==> config.mk <==
export PLATFORM = sky130hd
export DESIGN_NAME = fetch_ctrl
export DESIGN_NICKNAME = d
export VERILOG_FILES = /design/src/rtl/cpu_defs_pkg.sv /design/src/rtl/fetch_ctrl_redirect_arb.sv /design/src/rtl/fetch_ctrl.sv
export SDC_FILE = /design/constraint.sdc
export NUM_CORES = 1
export LEC_CHECK = 0
export ABC_AREA = 0
export CAP_MARGIN = 10
export CORE_ASPECT_RATIO = 1.5
export CORE_MARGIN = 1.5
export CORE_UTILIZATION = 36
export CTS_BUF_LIST = sky130_fd_sc_hd__clkbuf_8
export CTS_CLUSTER_SIZE = 30
export DETAILED_ROUTE_END_ITERATION = 12
export GPL_ROUTABILITY_DRIVEN = 0
export PLACE_DENSITY_LB_ADDON = 0.25
export SLEW_MARGIN = 20
export SYNTH_ARGS = -nofsm -noshare
export SYNTH_HDL_FRONTEND = slang
export SYNTH_SLANG_ARGS = --single-unit
==> constraint.sdc <==
create_clock -name clk -period 2.8 [get_ports clk]
set_input_delay 0.84 -clock clk [delete_from_list [all_inputs] [get_ports clk]]
set_output_delay 0.84 -clock clk [all_outputs]
set_load 0.01 [all_outputs]
==> src/rtl/cpu_defs_pkg.sv <==
// Shared fetch definitions: reset PC, fetch FSM encodings, redirect-source priority.
package cpu_defs;

  localparam logic [31:0] RESET_PC = 32'h1C00_0000;

  typedef enum logic {
    FETCH_BOOT = 1'b0,
    FETCH_RUN  = 1'b1
  } fetch_state_e;

  // Higher encoding wins: exception > ertn > branch.
  typedef enum logic [1:0] {
    REDIR_NONE = 2'd0,
    REDIR_BR   = 2'd1,
    REDIR_ERTN = 2'd2,
    REDIR_EX   = 2'd3
  } redir_src_e;

  function automatic redir_src_e redir_pick(input logic ex, input logic ertn, input logic br);
    if (ex)        return REDIR_EX;
    else if (ertn) return REDIR_ERTN;
    else if (br)   return REDIR_BR;
    else           return REDIR_NONE;
  endfunction

endpackage

==> src/rtl/fetch_ctrl_redirect_arb.sv <==
// Combinational priority select of the redirect sources onto one target address.
module redirect_arb
  import cpu_defs::*;
#(
  parameter int PC_W = 32
) (
  input  logic            i_ex_valid,
  input  logic [PC_W-1:0] i_ex_entry,
  input  logic            i_ertn_valid,
  input  logic [PC_W-1:0] i_ertn_era,
  input  logic            i_br_taken,
  input  logic [PC_W-1:0] i_br_target,
  output logic            o_redirect,
  output logic [PC_W-1:0] o_target
);

  redir_src_e w_src;

  always_comb begin
    w_src      = redir_pick(i_ex_valid, i_ertn_valid, i_br_taken);
    o_redirect = (w_src != REDIR_NONE);
    case (w_src)
      REDIR_EX:   o_target = i_ex_entry;
      REDIR_ERTN: o_target = i_ertn_era;
      default:    o_target = i_br_target;
    endcase
  end

endmodule

==> src/rtl/fetch_ctrl.sv <==
// Pre-IF fetch controller: owns the fetch PC, drives the 1-cycle instruction SRAM,
// arbitrates redirects. Optional perf counters under FETCH_PERF_EN.
module fetch_ctrl
  import cpu_defs::*;
#(
  parameter int              PC_W     = 32,
  parameter logic [PC_W-1:0] RESET_PC = PC_W'(cpu_defs::RESET_PC)
) (
  input  logic            clk,
  input  logic            rst,
  input  logic            if_allowin,
  output logic            if_validin,
  output logic [PC_W-1:0] if_pc,
  output logic            if_adef,
  output logic            if_cancel,
  input  logic            br_taken,
  input  logic [PC_W-1:0] br_target,
  input  logic            ex_valid,
  input  logic [PC_W-1:0] ex_entry,
  input  logic            ertn_valid,
  input  logic [PC_W-1:0] ertn_era,
  output logic            inst_sram_en,
  output logic [3:0]      inst_sram_we,
  output logic [PC_W-1:0] inst_sram_addr
`ifdef FETCH_PERF_EN
  ,
  output logic [31:0]     perf_fetch_cnt,
  output logic [31:0]     perf_redirect_cnt,
  output logic [31:0]     perf_stall_cnt
`endif
);

  fetch_state_e    r_state, w_state_nxt;
  logic [PC_W-1:0] r_pc;
  logic            r_valid;
  logic [PC_W-1:0] w_target, w_nextpc, w_seqpc;
  logic            w_arb_redirect, w_redirect, w_advance, w_en;

  redirect_arb #(.PC_W(PC_W)) u_arb (
    .i_ex_valid   (ex_valid),
    .i_ex_entry   (ex_entry),
    .i_ertn_valid (ertn_valid),
    .i_ertn_era   (ertn_era),
    .i_br_taken   (br_taken),
    .i_br_target  (br_target),
    .o_redirect   (w_arb_redirect),
    .o_target     (w_target)
  );

  // Redirects only count in RUN; in BOOT the later stages are still empty.
  assign w_redirect = !rst && (r_state == FETCH_RUN) && w_arb_redirect;
  assign w_advance  = !r_valid || if_allowin;
  assign w_seqpc    = r_pc + PC_W'(4);

  always_ff @(posedge clk) begin
    if (rst) r_state <= FETCH_BOOT;
    else     r_state <= w_state_nxt;
  end

  always_comb begin
    w_state_nxt = r_state;
    if (r_state == FETCH_BOOT) w_state_nxt = FETCH_RUN;
  end

  always_comb begin
    w_nextpc   = RESET_PC;
    w_en       = 1'b0;
    if_validin = 1'b0;
    if_cancel  = 1'b0;
    if (!rst) begin
      case (r_state)
        FETCH_BOOT: w_en = 1'b1;
        FETCH_RUN: begin
          w_nextpc   = w_redirect ? w_target : w_seqpc;
          w_en       = w_advance || w_redirect;
          if_validin = r_valid && !w_redirect;
          if_cancel  = w_redirect;
        end
        default: ;
      endcase
    end
  end

  // Holding pc/valid when not enabled keeps the SRAM output stable across IF stalls.
  always_ff @(posedge clk) begin
    if (rst) begin
      r_pc    <= RESET_PC - PC_W'(4);
      r_valid <= 1'b0;
    end else if (w_en) begin
      r_pc    <= w_nextpc;
      r_valid <= 1'b1;
    end
  end

  assign if_pc          = r_pc;
  assign if_adef        = |r_pc[1:0];
  assign inst_sram_en   = w_en;
  assign inst_sram_we   = 4'b0;
  assign inst_sram_addr = w_nextpc;

`ifdef FETCH_PERF_EN
  logic [31:0] r_fetch_cnt, r_redirect_cnt, r_stall_cnt;

  always_ff @(posedge clk) begin
    if (rst) begin
      r_fetch_cnt    <= '0;
      r_redirect_cnt <= '0;
      r_stall_cnt    <= '0;
    end else begin
      if (if_validin && if_allowin)              r_fetch_cnt    <= r_fetch_cnt + 32'd1;
      if (w_redirect)                            r_redirect_cnt <= r_redirect_cnt + 32'd1;
      if (r_valid && !if_allowin && !w_redirect) r_stall_cnt    <= r_stall_cnt + 32'd1;
    end
  end

  assign perf_fetch_cnt    = r_fetch_cnt;
  assign perf_redirect_cnt = r_redirect_cnt;
  assign perf_stall_cnt    = r_stall_cnt;
`endif

endmodule

=== Yosys cells after proc, flatten, opt, wreduce, memory -nomap -nowiden ===
Cells that the tools add are included.

* Bits of input ports: 102
* Output and inout port bits: 72
* Word-level logic and storage cells: 31
* Flip-flop bits (word level): 34

* Reductions and logical operators: 10
* Muxes and demuxes: 14
* Eq/ne operators: 2
* Add/sub/neg operators: 1
* Bitwise logic cells: 1

{| class="wikitable"
|+ Operator list
! kind !! count
|-
| 32-bit two-way mux || 3
|-
| 32-bit case mux with 2 select lines || 1
|-
| 32-bit by 3-bit adder with 32-bit output (second input constant) || 1
|-
| 1-bit two-way mux || 7
|-
| 2-bit equality test (second input constant) || 2
|-
| 2-bit two-way mux || 2
|-
| 1-bit logical AND || 3
|-
| 1-bit zero test || 3
|-
| 1-bit logical OR || 2
|-
| 1-bit case mux with 2 select lines || 1
|-
| 2-bit nonzero test || 1
|-
| 2-bit OR reduction || 1
|-
| 1-bit inverter || 1
|}

=== Logic depth before layout (Yosys ltp) ===
* Depth after elaboration: 9
* Depth in mapped cells: 8

=== Hierarchy ===
A second synthesis with hierarchy kept.

* Cell total of the unflattened synthesis: 457
* Area total of the unflattened synthesis: 3,258.1 µm²

{| class="wikitable"
|+ By module, submodules not included
! module !! instances !! cells each !! area an instance (µm²)
|-
| fetch_ctrl || 1 || 349 || 2,546.2
|-
| redirect_arb || 1 || 108 || 711.9
|}

=== Least setup slack after synthesis ===
OpenSTA, ideal clock, no wires.

* Kind: input to output
* From: input port ex_valid
* To: output port inst_sram_addr[18]
* Arrival time: 2,116 ps
* Slack: -156 ps
* Stages: 7
* Required time: 1,960 ps
* Path buffers: 3
* Cell sequence: buf_2 -> or3_1 -> clkbuf_1 -> clkbuf_1 -> a311o_1 -> o211ai_1 -> nor2_1

* Word-level cells in the longest chain between the ends: 6
* Elaborated cells on any way between the ends: 9

{| class="wikitable"
|+ Ends and longest elaborated chain
! what !! line !! RTL
|-
| from (decl) || fetch_ctrl.sv:18 || <nowiki>input logic ex_valid,</nowiki>
|-
| 2-bit two-way mux * || cpu_defs_pkg.sv:20 || <nowiki>if (ex) return REDIR_EX;</nowiki>
|-
| 2-bit equality test / 2-bit nonzero test (equally long branches) || fetch_ctrl_redirect_arb.sv:22, fetch_ctrl_redirect_arb.sv:21 ||
|-
| 32-bit case mux with 2 select lines / 1-bit logical AND (equally long branches) || fetch_ctrl_redirect_arb.sv:22, fetch_ctrl.sv:51 ||
|-
| 32-bit two-way mux * || fetch_ctrl.sv:74 || <nowiki>w_nextpc = w_redirect ? w_target : w_seqpc;</nowiki>
|-
| 32-bit two-way mux * || fetch_ctrl.sv:71 || <nowiki>case (r_state)</nowiki>
|-
| 32-bit two-way mux * || fetch_ctrl.sv:70 || <nowiki>if (!rst) begin</nowiki>
|-
| to (decl) || fetch_ctrl.sv:24 || <nowiki>output logic [PC_W-1:0] inst_sram_addr</nowiki>
|}

Mark *: on every way between the ends. The rest lies on a longest branch, timed or not.

=== Worst setup path after layout ===
* From: register r_pc[18], in the netlist if_pc[18]
* To: output port inst_sram_addr[27]

* Word-level cells in the longest chain between the ends: 4

{| class="wikitable"
|+ Ends and longest elaborated chain
! what !! line !! RTL
|-
| from (decl) || fetch_ctrl.sv:34 || <nowiki>logic [PC_W-1:0] r_pc;</nowiki>
|-
| from (signal assigned) || fetch_ctrl.sv:87 || <nowiki>r_pc <= RESET_PC - PC_W'(4);</nowiki>
|-
| from (signal assigned) || fetch_ctrl.sv:90 || <nowiki>r_pc <= w_nextpc;</nowiki>
|-
| 32-bit by 3-bit adder with 32-bit output || fetch_ctrl.sv:53 || <nowiki>assign w_seqpc = r_pc + PC_W'(4);</nowiki>
|-
| 32-bit two-way mux || fetch_ctrl.sv:74 ||
|-
| 32-bit two-way mux || fetch_ctrl.sv:71 ||
|-
| 32-bit two-way mux || fetch_ctrl.sv:70 ||
|}

Every way passes these cells.

==> impl_metrics.csv <==
group,metric,value,unit
routing,vias_per_cell,6.46,
clock_tree,max-clock-path-buffers,2,
floorplan,core,8110,sq um
power,power.leakage,0.00302,uW
synth,async_reset_ff_share,0,%
clock_tree,holdBufCountCts,0,
power,vdd.ir_drop.worst,0.269,mV
critical_path,cp.required,1.96,ns
grt,wire_length_of_the_first_global_routing_pass,27300,microns
critical_path,endpoint_kind,"output port",
sta,worst_slew_margin_rel,64.8,%
layout,share_of_layout_cells_above_drive_strength_1,48.3,%
routing,postRouteAntennaNets,0,
hold_path,min_path_type,"reg2reg",
grt,antenna_found_initial,0,
clock_tree,cts_inserted_buffers,5,
synth,synth_top_cell_by_area,"dfxtp_1",
sta,layout_setup_ws,-0.357,ns
sta,clock.fmax,0.317,GHz
critical_path,timing_worst_setup_path_type,"reg2out",
sta,final_max_slew_viol_count,0,
synth,synth-seq-area-share,22.4,%
sta,rsz0062_at_grt,"yes",
clock_tree,clk_pin_slew_worst_paths,0.08,ns
sta,finalHoldViolCount,0,
synth,syn_area_per_cell,7.29,sq um
clock_tree,tritoncts_clock_tree,"yes",
placed_design,buffer_ports.inserted,169,
critical_path,crit_path_max_fanout,5,
grt,grt_pass1_vias,5181,
synth,synth_edf_count,0,
synth,synth_cell_type_count,61,
critical_path,crit_arrival,2.32,ns
floorplan,floorplan.die.width,77.9,microns
clock_tree,number_of_h_tree_branching_levels,2,
grt,grt_use_met3,7.01,%
clock_tree,clk_root_buffer_cell,"clkbuf_8",
synth,synth.ff_latch_count,34,
layout,nets,849,
routing,routed_wirelength,22400,microns
sta,report.final.setup_viol,36,
grt,grt_remaining_overflow,0,
grt,grt.met1_usage,40.6,%
floorplan,num_rows,40,
floorplan,die-height,115,microns
routing,total_via_count_in_the_routed_design,5497,
critical_path,cp_launch_type,"register",
synth,synth_area_leaders,"dfxtp_1, mux2i_1, a21oi_1",
run_status,violated_checks,"negative setup slack",
sta,finalCriticalPeriod,3.16,ns
layout,final_cell_mix,"buf_4, clkdlybuf4s50_1, nand2_1",
placed_design,place.detailed.hpwl,10400,microns
layout,insertedDiodeCount,0,
synth,synth_cells,416,
job,timing.max_cap.violations,0,
sta,min_period_over_period,113,%
clock_tree,clkSinkCount,34,
floorplan,design.die.area,9000,sq um
layout,layout_commonest_cell,"buf_4",
routing,drc,0,
power,p_per_area,289,nW/um^2
grt,grt_max_degree,30,
power,total_power,2030,uW
grt,global_route.usage.total,39.8,%
synth,synth-main-ff-cell,"dfxtp_1",
layout,area.growth.synth_to_final,132,%
grt,grt_busiest_layer,"met2",
run_status,run_status,"finished, violations left",
sta,final.hold.worst_slack,0.562,ns
grt,gr-usage-met2,71.0,%
synth,yosys.area.top_type_share,22.4,%
synth,syn-cell-area,3030,sq um
sta,tightestPinTransition,0.515,ns
routing,detailedRoute.firstIterationViolations,769,
routing,firstDrtPassIters,6,
sta,skew,0.00609,ns
layout,filler_cell_count,394,
synth,yosys_warnings,0,
floorplan,start_util,37.4,%
routing,wl_per_cell,26.3,microns
clock_tree,clock_latency,0.30,ns
floorplan,io_pins,174,
-- kinds of logic after synthesis --
logic type | count (synthesis) | share of synthesized area [%]
AOI/OAI and AO/OA | 144 | 30.9
adders and majority gates | 1 | 0.412
xor gates and xnor gates | 19 | 5.49
DFF | 34 | 22.4
and+or+nand+nor | 150 | 26.2
muxes | 20 | 6.60
buffers and inverters | 47 | 7.88
other | 1 | 0.124
-- layer usage --
layer / vias up / wire (microns)
li1: 2181 / -
met1: 2519 / 7150
met2: 566 / 10500
met3: 231 / 2270
met4: 0 / 2480
met5: - / 0
-- worst max-delay path, cell delays in order (launching register included) --
cell     delay (ns)
dfxtp_4        0.37
nand4_4        0.11
or4_4          0.52
buf_8          0.16
nor4_4         0.35
xnor2_1        0.12
o21ai_1        0.20
buf_2          0.18
-- sequential cells by signal, indices dropped and copies added, names as in the netlist --
name / cells
r_valid: 1
r_state: 1
if_pc: 32
-- cell usage after synthesis, types with 3 or more instances --
cell      number
a211o_1        3
a211oi_1       9
a21bo_2        7
a21oi_1       38
a221o_1        6
and2_1         6
buf_2          6
buf_4          5
buf_6          3
clkbuf_1      19
dfxtp_1       34
inv_1         11
mux2i_1       20
nand2_1       46
nand2b_1       3
nand3_1       16
nand4_1        5
nor2_1        34
nor3_1        10
nor4_1         7
o211ai_1       3
o21ai_0       33
o221ai_1       3
o22ai_1       14
o31ai_1        6
or2_2          3
or3_1          3
xnor2_1       15
xor2_1         4
-- final cells by class --
| type | count | area (sq um) | share of cell area, % |
|---|---|---|---|
| clock inverters | 2 | 7.51 | 0.107 |
| well taps | 105 | 131 | 1.87 |
| flip-flops and latches | 34 | 716 | 10.2 |
| clock buffers | 5 | 68.8 | 0.980 |
| inverters | 12 | 53.8 | 0.766 |
| repair buffers | 355 | 3280 | 46.7 |
| multi-input cells | 338 | 2770 | 39.4 |
-- timing repair --
| action | in CTS | in global routing |
|---|---|---|
| cloned | 6 | 0 |
| gates resized for setup | 318 | 91 |
| endpoints found under the hold margin | 0 | 0 |
| pin swaps | 54 | 40 |
| setup endpoints to repair | 35 | 36 |
| setup buffers | 46 | 33 |
-- power breakdown --
part / total, uW / leakage [uW] / switching [uW] / internal, uW
Combinational: 1100 / 0.00269 / 529 / 570
Clock: 371 / 0.0000466 / 206 / 165
Sequential: 563 / 0.000285 / 39.5 / 524
Total: 2030 / 0.00302 / 774 / 1260
-- per-stage QoR --
step / utilization [%] / setup slack [ns] / cells / area [sq um] / TNS [ns]
final: 86.7 / -0.357 / 851 / 7030 / -6.41
after global routing: 86.7 / -0.381 / 851 / 7030 / -7.46
after CTS: 80.4 / -0.227 / 826 / 6520 / -2.75
after detailed placement: 68.6 / -1.05 / 770 / 5560 / -33.84
after global placement: 68.6 / -1.05 / 770 / 5560 / -32.44
after floorplan: - / -0.0264 / 419 / 3070 / -0.0465
-- worst paths after layout --
path | from | to | slack, ns | depth (start not counted)
max | if_pc[18]$_SDFFE_PP1P_ | inst_sram_addr[27] | -0.36 | 7
min | if_pc[1]$_SDFFE_PP0P_ | if_pc[1]$_SDFFE_PP0P_ | 0.56 | 2
max reg2reg | if_pc[5]$_SDFFE_PP1P_ | if_pc[13]$_SDFFE_PP1P_ | -0.24 | 16
min reg2reg | if_pc[1]$_SDFFE_PP0P_ | if_pc[1]$_SDFFE_PP0P_ | 0.56 | 2
No activity file was read; power rests on OpenSTA's default activity.
